$ cat src/rtl/onehot_dec_pkg.sv
// Shared widths, FIFO sizing and sequencer state type for the one-hot decoder.
// Build option ONEHOT_DEC_GAP_EN adds a mandatory 1-cycle dead time between strobes.
package onehot_dec_pkg;

  localparam int IDX_W      = 3;
  localparam int OUT_W      = 8;
  localparam int FIFO_DEPTH = 2;
  localparam int PTR_W      = 1;
  localparam int CNT_W      = 2;

  localparam logic [CNT_W-1:0] FIFO_FULL = CNT_W'(FIFO_DEPTH);

  typedef enum logic [1:0] {
    IDLE = 2'd0,
    HOLD = 2'd1,
    GAP  = 2'd2
  } dec_state_t;

  function automatic logic [OUT_W-1:0] onehot(input logic [IDX_W-1:0] idx);
    return OUT_W'(1) << idx;
  endfunction

endpackage

$ cat src/rtl/onehot_dec_if.sv
// Index/valid/ready handshake from the upstream priority encoder.
interface onehot_dec_if;

  logic [onehot_dec_pkg::IDX_W-1:0] in_idx;
  logic                             in_valid;
  logic                             in_ready;

  modport master (output in_idx, in_valid, input in_ready);
  modport slave  (input in_idx, in_valid, output in_ready);

endinterface

$ cat src/rtl/onehot_dec_fifo.sv
// 2-entry index FIFO; flush and reset empty it, reset also clears storage.
module onehot_dec_fifo
  import onehot_dec_pkg::*;
(
  input  logic             clk,
  input  logic             rst,
  input  logic             flush,
  input  logic             push,
  input  logic [IDX_W-1:0] din,
  input  logic             pop,
  output logic [IDX_W-1:0] head,
  output logic [CNT_W-1:0] count
);

  logic [FIFO_DEPTH-1:0][IDX_W-1:0] mem;
  logic [PTR_W-1:0]                 wr_ptr;
  logic [PTR_W-1:0]                 rd_ptr;

  assign head = mem[rd_ptr];

  always_ff @(posedge clk) begin
    if (rst) begin
      mem    <= '0;
      wr_ptr <= '0;
      rd_ptr <= '0;
      count  <= '0;
    end else if (flush) begin
      wr_ptr <= '0;
      rd_ptr <= '0;
      count  <= '0;
    end else begin
      if (push) begin
        mem[wr_ptr] <= din;
        wr_ptr      <= wr_ptr + 1'b1;
      end
      if (pop)
        rd_ptr <= rd_ptr + 1'b1;
      // simultaneous push and pop leaves the occupancy unchanged
      case ({push, pop})
        2'b10:   count <= count + 1'b1;
        2'b01:   count <= count - 1'b1;
        default: count <= count;
      endcase
    end
  end

endmodule

$ cat src/rtl/onehot_dec.sv
// Registered 3-to-8 one-hot decoder: queues encoder indices and replays each as a held strobe.
// Define ONEHOT_DEC_GAP_EN to insert one all-zero cycle between consecutive strobes.
module onehot_dec
  import onehot_dec_pkg::*;
#(
  parameter int HOLD_W = 4
) (
  input  logic              clk,
  input  logic              rst,
  input  logic              flush,
  onehot_dec_if.slave       enc,
  input  logic [HOLD_W-1:0] hold_len,
  output logic [OUT_W-1:0]  out,
  output logic              out_valid,
  output logic              busy
);

  dec_state_t        state, state_n;
  logic [HOLD_W-1:0] cnt, cnt_n;
  logic [IDX_W-1:0]  cur, cur_n;
  logic [IDX_W-1:0]  head;
  logic [CNT_W-1:0]  fifo_count;
  logic              push, pop, load, nonempty;

  // ready looks only at the registered count, so a pop this cycle does not free a slot early
  assign enc.in_ready = (fifo_count < FIFO_FULL) && !flush;
  assign push         = enc.in_valid && enc.in_ready;
  assign nonempty     = (fifo_count != '0);

  onehot_dec_fifo u_fifo (
    .clk   (clk),
    .rst   (rst),
    .flush (flush),
    .push  (push),
    .din   (enc.in_idx),
    .pop   (pop),
    .head  (head),
    .count (fifo_count)
  );

  always_ff @(posedge clk) begin
    if (rst || flush) begin
      state <= IDLE;
      cnt   <= '0;
      cur   <= '0;
    end else begin
      state <= state_n;
      cnt   <= cnt_n;
      cur   <= cur_n;
    end
  end

  always_comb begin
    state_n = state;
    cnt_n   = cnt;
    cur_n   = cur;
    load    = 1'b0;
    case (state)
      IDLE: load = nonempty;
      HOLD: begin
        if (cnt != '0)
          cnt_n = cnt - HOLD_W'(1);
        else begin
`ifdef ONEHOT_DEC_GAP_EN
          state_n = GAP;
`else
          // back-to-back reload keeps the strobe train free of zero cycles
          if (nonempty) load = 1'b1;
          else          state_n = IDLE;
`endif
        end
      end
`ifdef ONEHOT_DEC_GAP_EN
      GAP: begin
        if (nonempty) load = 1'b1;
        else          state_n = IDLE;
      end
`endif
      default: state_n = IDLE;
    endcase
    if (load) begin
      state_n = HOLD;
      cnt_n   = hold_len;
      cur_n   = head;
    end
  end

  assign pop       = load;
  assign out       = (state == HOLD) ? onehot(cur) : '0;
  assign out_valid = (state == HOLD);
  assign busy      = (state != IDLE) || nonempty;

endmodule
$ cat src/flat_wrapper.sv
// flat-port wrapper written by rule: the top's interface ports become plain ports
module onehot_dec_flat import onehot_dec_pkg::*;
#(
  parameter int HOLD_W = 4
)
  (clk, rst, flush, hold_len, out, out_valid, busy, enc_in_idx, enc_in_valid, enc_in_ready);
  onehot_dec_if enc_i ();
  input  logic clk;
  input  logic rst;
  input  logic flush;
  input  logic [HOLD_W-1:0] hold_len;
  output logic [OUT_W-1:0] out;
  output logic out_valid;
  output logic busy;
  input wire logic [$bits(enc_i.in_idx)-1:0] enc_in_idx;
  input wire logic [$bits(enc_i.in_valid)-1:0] enc_in_valid;
  output wire logic [$bits(enc_i.in_ready)-1:0] enc_in_ready;
  assign enc_i.in_idx = enc_in_idx;
  assign enc_i.in_valid = enc_in_valid;
  assign enc_in_ready = enc_i.in_ready;
  onehot_dec #(.HOLD_W(HOLD_W)) u_core (.clk(clk), .rst(rst), .flush(flush), .enc(enc_i), .hold_len(hold_len), .out(out), .out_valid(out_valid), .busy(busy));
endmodule
$ cat config.mk
export PLATFORM = sky130hd
export DESIGN_NAME = onehot_dec_flat
export DESIGN_NICKNAME = d
export VERILOG_FILES = /design/src/rtl/onehot_dec_pkg.sv /design/src/rtl/onehot_dec_if.sv /design/src/rtl/onehot_dec_fifo.sv /design/src/rtl/onehot_dec.sv /design/src/flat_wrapper.sv
export SDC_FILE = /design/constraint.sdc
export NUM_CORES = 1
export LEC_CHECK = 0
export BUFFER_PORTS_ARGS = -buffer_cell sky130_fd_sc_hd__buf_2
export CELL_PAD_IN_SITES_DETAIL_PLACEMENT = 0
export CELL_PAD_IN_SITES_GLOBAL_PLACEMENT = 2
export CORE_UTILIZATION = 28
export DETAILED_ROUTE_END_ITERATION = 16
export GPL_TIMING_DRIVEN = 0
export PLACE_DENSITY = 0.74
export SETUP_SLACK_MARGIN = 0.15
export SYNTH_ARGS = -nofsm -noshare
export SYNTH_HDL_FRONTEND = slang
export SYNTH_HIERARCHICAL = 1
export SYNTH_SLANG_ARGS = --single-unit
$ cat constraint.sdc
create_clock -name clk -period 2.1 [get_ports clk]
set_input_delay 0.42 -clock clk [delete_from_list [all_inputs] [get_ports clk]]
set_output_delay 0.42 -clock clk [all_outputs]
set_load 0.02 [all_outputs]
==> impl_table.tex <==
\begin{tabular}{lr}
\hline
Metric & Value \\
\hline
\multicolumn{2}{l}{\textbf{Floorplan}} \\
\quad Initial cell density of the core & 30.3\% \\
\quad Area of the die & 3650 µm² \\
\quad Area inside the core boundary & 3150 µm² \\
\quad Number of placed I/O pins & 22 \\
\quad Width of the chip & 60.4 µm \\
\quad Die height & 60.4 µm \\
\quad Placement row count & 20 \\
\multicolumn{2}{l}{\textbf{Critical path}} \\
\quad Delay of the slowest critical-path stage & 0.36 ns \\
\quad CP endpoint kind & register \\
\quad Endpoint required time on the critical path & 2.32 ns \\
\quad Crit path DAT & 2.24 ns \\
\quad Top Family by Delay on Critical Path & simple AND/OR/NAND/NOR gates \\
\quad Crit Path Category & reg -> reg \\
\quad Slowest cell on the critical path & sky130\_fd\_sc\_hd\_\_dfxtp\_4 \\
\quad Cell repeated most along the worst path & sky130\_fd\_sc\_hd\_\_ha\_4 \\
\quad Critical path peak fanout & 3 \\
\quad Register-to-register setup slack & 0.08 ns \\
\quad Number of buffer and inverter instances along the worst setup path & 2 \\
\quad Cell Chain, Critical Path & inv\_2 > ha\_4 > or3b\_1 > buf\_6 > a21oi\_4 > ha\_4 > or3\_1 > a211oi\_2 \\
\quad Crit path launch type & register \\
\multicolumn{2}{l}{\textbf{GRT}} \\
\quad Number of antenna violations at the first check in global routing & 0 \\
\quad Maximum number of pins on one net before global-route repair & 11 \\
\quad GRT Residual Overflow & 0 \\
\quad Global-route wire length before repair & 3.51 mm \\
\quad Vias in the first global route & 766 \\
\quad Global Route Usage Sum & 12.9\% \\
\multicolumn{2}{l}{\textbf{Cells and area}} \\
\quad Post-layout instance area & 1230 µm² \\
\quad Count of filler cells inserted in the layout & 341 \\
\quad Top library cells by usage in the layout, fill and taps aside & sky130\_fd\_sc\_hd\_\_buf\_2, sky130\_fd\_sc\_hd\_\_nor2\_1, sky130\_fd\_sc\_hd\_\_dfxtp\_1 \\
\quad Area taken by flip-flops and latches & 367 µm² \\
\quad Most common cell after layout, fill and taps aside & sky130\_fd\_sc\_hd\_\_buf\_2 \\
\quad Fraction of layout cells with a size suffix above 1 & 37.5\% \\
\quad Area of the multi-input gates & 592 µm² \\
\quad Area growth syn-to-layout & 29.1\% \\
\quad Final std cells w/o fill & 180 \\
\quad Net count, final & 150 \\
\quad \# diodes & 0 \\
\multicolumn{2}{l}{\textbf{Yosys}} \\
\quad Count of cell types in the netlist & 35 \\
\quad Library cell occupying the most area in the post-synthesis netlist & sky130\_fd\_sc\_hd\_\_dfxtp\_1 \\
\quad Syn avg cell area & 9.10 µm² \\
\quad Top cells by area in the synthesized netlist & sky130\_fd\_sc\_hd\_\_dfxtp\_1, sky130\_fd\_sc\_hd\_\_mux2i\_1, sky130\_fd\_sc\_hd\_\_nor2\_1 \\
\quad Post-synthesis instance area & 956 µm² \\
\quad Area share of the largest cell type after synthesis & 37.7\% \\
\quad Yosys synthesis warning count & 6 \\
\quad Sequential share of the synthesized area & 37.7\% \\
\quad Cells after synthesis & 105 \\
\quad Post-synthesis sequential element count & 18 \\
\quad Syn nets & 118 \\
\multicolumn{2}{l}{\textbf{STA}} \\
\quad Highest clock frequency the design can meet & 495 MHz \\
\quad Fin crit share & 96.3\% \\
\quad Total setup violations reported at the end of the flow & 0 \\
\quad Final Critical Period & 2.02 ns \\
\quad Max-Slew Margin vs Limit & 65.6\% \\
\quad Transition time of the tightest slew-check pin & 0.514 ns \\
\quad Number of max-slew violations in the final report & 0 \\
\quad Unrepaired setup endpoints after global routing & true \\
\quad Hold violation total from the final report & 0 \\
\quad Worst-case clock skew & 0.000764 ns \\
\multicolumn{2}{l}{\textbf{Clocking}} \\
\quad Cts bufs inserted & 3 \\
\quad H-tree level count & 1 \\
\quad Clock input transition at the sequential cells of the worst setup and hold paths & 0.11 ns \\
\quad Clock root buffer & sky130\_fd\_sc\_hd\_\_clkbuf\_4 \\
\quad Total clock sinks & 18 \\
\quad Max Buffers Root-to-Sink & 2 \\
\quad Insertion delay to the later sink of the worst-skew pair & 0.29 ns \\
\quad CTS Hold Bufs & 0 \\
\quad TritonCTS clock tree & built \\
\multicolumn{2}{l}{\textbf{Power and ir drop}} \\
\quad Ratio of total power to cell area & 562 nW/µm² \\
\quad Maximum ir drop on the vdd rail & 0.245 mV \\
\quad Static leakage power & 0.491 nW \\
\multicolumn{2}{l}{\textbf{Place}} \\
\quad HPWL after DPL & 1.55 mm \\
\quad GP Congestion & 0.731 \\
\quad Dpl cells & 170 \\
\quad DP Area & 1140 µm² \\
\quad \# port buffers & 21 \\
\multicolumn{2}{l}{\textbf{Job}} \\
\quad Max\_cap viols & 0 \\
\multicolumn{2}{l}{\textbf{Drt}} \\
\quad Via-per-instance ratio & 4.63 \\
\quad Wirelength per Cell & 11.4 µm \\
\quad DRC violation count after routing & 0 \\
\quad Count of TritonRoute iterations in the first routing pass & 4 \\
\quad DRC marker count from the first detailed-route iteration & 16 \\
\quad Overall routed net length & 2.05 mm \\
\quad Vias after detailed routing & 833 \\
\quad Post-route antenna net violation count & 0 \\
\multicolumn{2}{l}{\textbf{Status}} \\
\quad Outcome & finished clean \\
\multicolumn{2}{l}{\textbf{Min path}} \\
\quad Worst hold path class & in -> reg \\
\hline
\end{tabular}
-- cell usage after synthesis --
library cell / count
sky130_fd_sc_hd__dfxtp_1: 18
sky130_fd_sc_hd__nor2_1: 16
sky130_fd_sc_hd__nand2_1: 11
sky130_fd_sc_hd__mux2i_1: 9
sky130_fd_sc_hd__nor3_1: 5
sky130_fd_sc_hd__nand2b_1: 4
sky130_fd_sc_hd__xnor2_1: 4
sky130_fd_sc_hd__inv_1: 3
sky130_fd_sc_hd__mux2_2: 3
sky130_fd_sc_hd__a211oi_1: 2
sky130_fd_sc_hd__a21oi_1: 2
sky130_fd_sc_hd__a221oi_1: 2
sky130_fd_sc_hd__ha_1: 2
sky130_fd_sc_hd__or2_2: 2
sky130_fd_sc_hd__or3_1: 2
sky130_fd_sc_hd__a21oi_4: 1
sky130_fd_sc_hd__a22oi_1: 1
sky130_fd_sc_hd__a311oi_2: 1
sky130_fd_sc_hd__and2_1: 1
sky130_fd_sc_hd__and3_4: 1
sky130_fd_sc_hd__buf_4: 1
sky130_fd_sc_hd__buf_6: 1
sky130_fd_sc_hd__clkbuf_1: 1
sky130_fd_sc_hd__nand3b_1: 1
sky130_fd_sc_hd__nand4b_1: 1
sky130_fd_sc_hd__nor3b_2: 1
sky130_fd_sc_hd__nor4b_1: 1
sky130_fd_sc_hd__o21a_1: 1
sky130_fd_sc_hd__o21ai_0: 1
sky130_fd_sc_hd__o2bb2ai_1: 1
sky130_fd_sc_hd__o311ai_0: 1
sky130_fd_sc_hd__o31ai_1: 1
sky130_fd_sc_hd__or3b_1: 1
sky130_fd_sc_hd__or4b_2: 1
sky130_fd_sc_hd__xor2_1: 1
-- logic make-up (layout without fill, tap and decap cells) --
logic type	count (synthesis)	after routing	share of synthesized area (%)
multiplexers	12	12	13.0
AND/OR/NAND/NOR	48	48	26.2
flip-flops	18	18	37.7
XOR/XNOR	5	5	4.58
AO/OA/AOI/OAI	14	14	12.4
buffers and inverters	6	37	3.53
adder cells (fa/ha/maj)	2	2	2.62
-- routing by layer --
metal | up-vias | routed length, µm | GRT usage, %
met1 | 388 | 964 | 16.0
met5 | - | 0 | 0
li1 | 432 | - | -
met4 | 0 | 19 | 3.90
met3 | 2 | 78 | 4.05
met2 | 11 | 986 | 21.5
-- power by group --
group	switching, W	leakage (nW)	internal, W
logic	0.0000603	0.322	0.0000602
registers	0.00000911	0.147	0.000349
clock network	0.000109	0.0210	0.000106
-- area by class of cell --
class / instances / share of cell area (%)
Multi-Input combinational cell: 81 / 48.0
Sequential cell: 18 / 29.7
Timing Repair Buffer: 27 / 12.2
Tap cell: 44 / 4.46
Clock buffer: 4 / 2.94
Buffer: 3 / 1.83
Inverter: 3 / 0.913
-- flip-flops by register name (all words and copies together), names as in the netlist --
signal and count:
u_core/state 1, u_core/cur 3, u_core/u_fifo/mem 6, u_core/u_fifo/wr_ptr 1, u_core/u_fifo/count 2, u_core/cnt 4
u_core/u_fifo/rd_ptr 1
-- final timing paths --
path	end	depth (start not counted)	start
worst max-delay path	u_core/u_fifo/count[1]$_SDFFE_PP0P_	8	u_core/cnt[0]$_SDFFE_PP0P_
worst min-delay path	u_core/u_fifo/mem[5]$_SDFFE_PP0P_	3	enc_in_idx[2]
worst max register to register	u_core/u_fifo/count[1]$_SDFFE_PP0P_	8	u_core/cnt[0]$_SDFFE_PP0P_
worst min register to register	u_core/cur[1]$_SDFFE_PP0P_	2	u_core/cur[1]$_SDFFE_PP0P_
-- per-stage QoR --
stage	setup TNS (ns)	hold WS, ns	power, W	util (%)	setup slack, ns
floorplan	0	0.443	0.000443	-	0.0714
global placement	-0.0402	0.469	0.000473	36.3	-0.0402
detailed placement	-0.0614	0.471	0.000475	36.3	-0.0614
CTS	0	0.364	0.000698	38.5	0.0293
global route	0	0.373	0.000734	39.1	0.0227
finish	0	0.370	0.000693	39.1	0.0787
-- worst min-delay path: stages --
cell and delay (ns):
sky130_fd_sc_hd__buf_2 0.09, sky130_fd_sc_hd__mux2i_1 0.06, sky130_fd_sc_hd__nor2_1 0.07
-- repair_timing --
action | 4_1_cts | 5_1_grt
cloned | 0 | 0
endpoints found under the setup margin | 1 | 2
buffers inserted | 4 | 2
pin swaps | 3 | 4
endpoints found under the hold margin | 0 | 0
resized for setup | 1 | 2
Power figures use the tool's default switching activity.
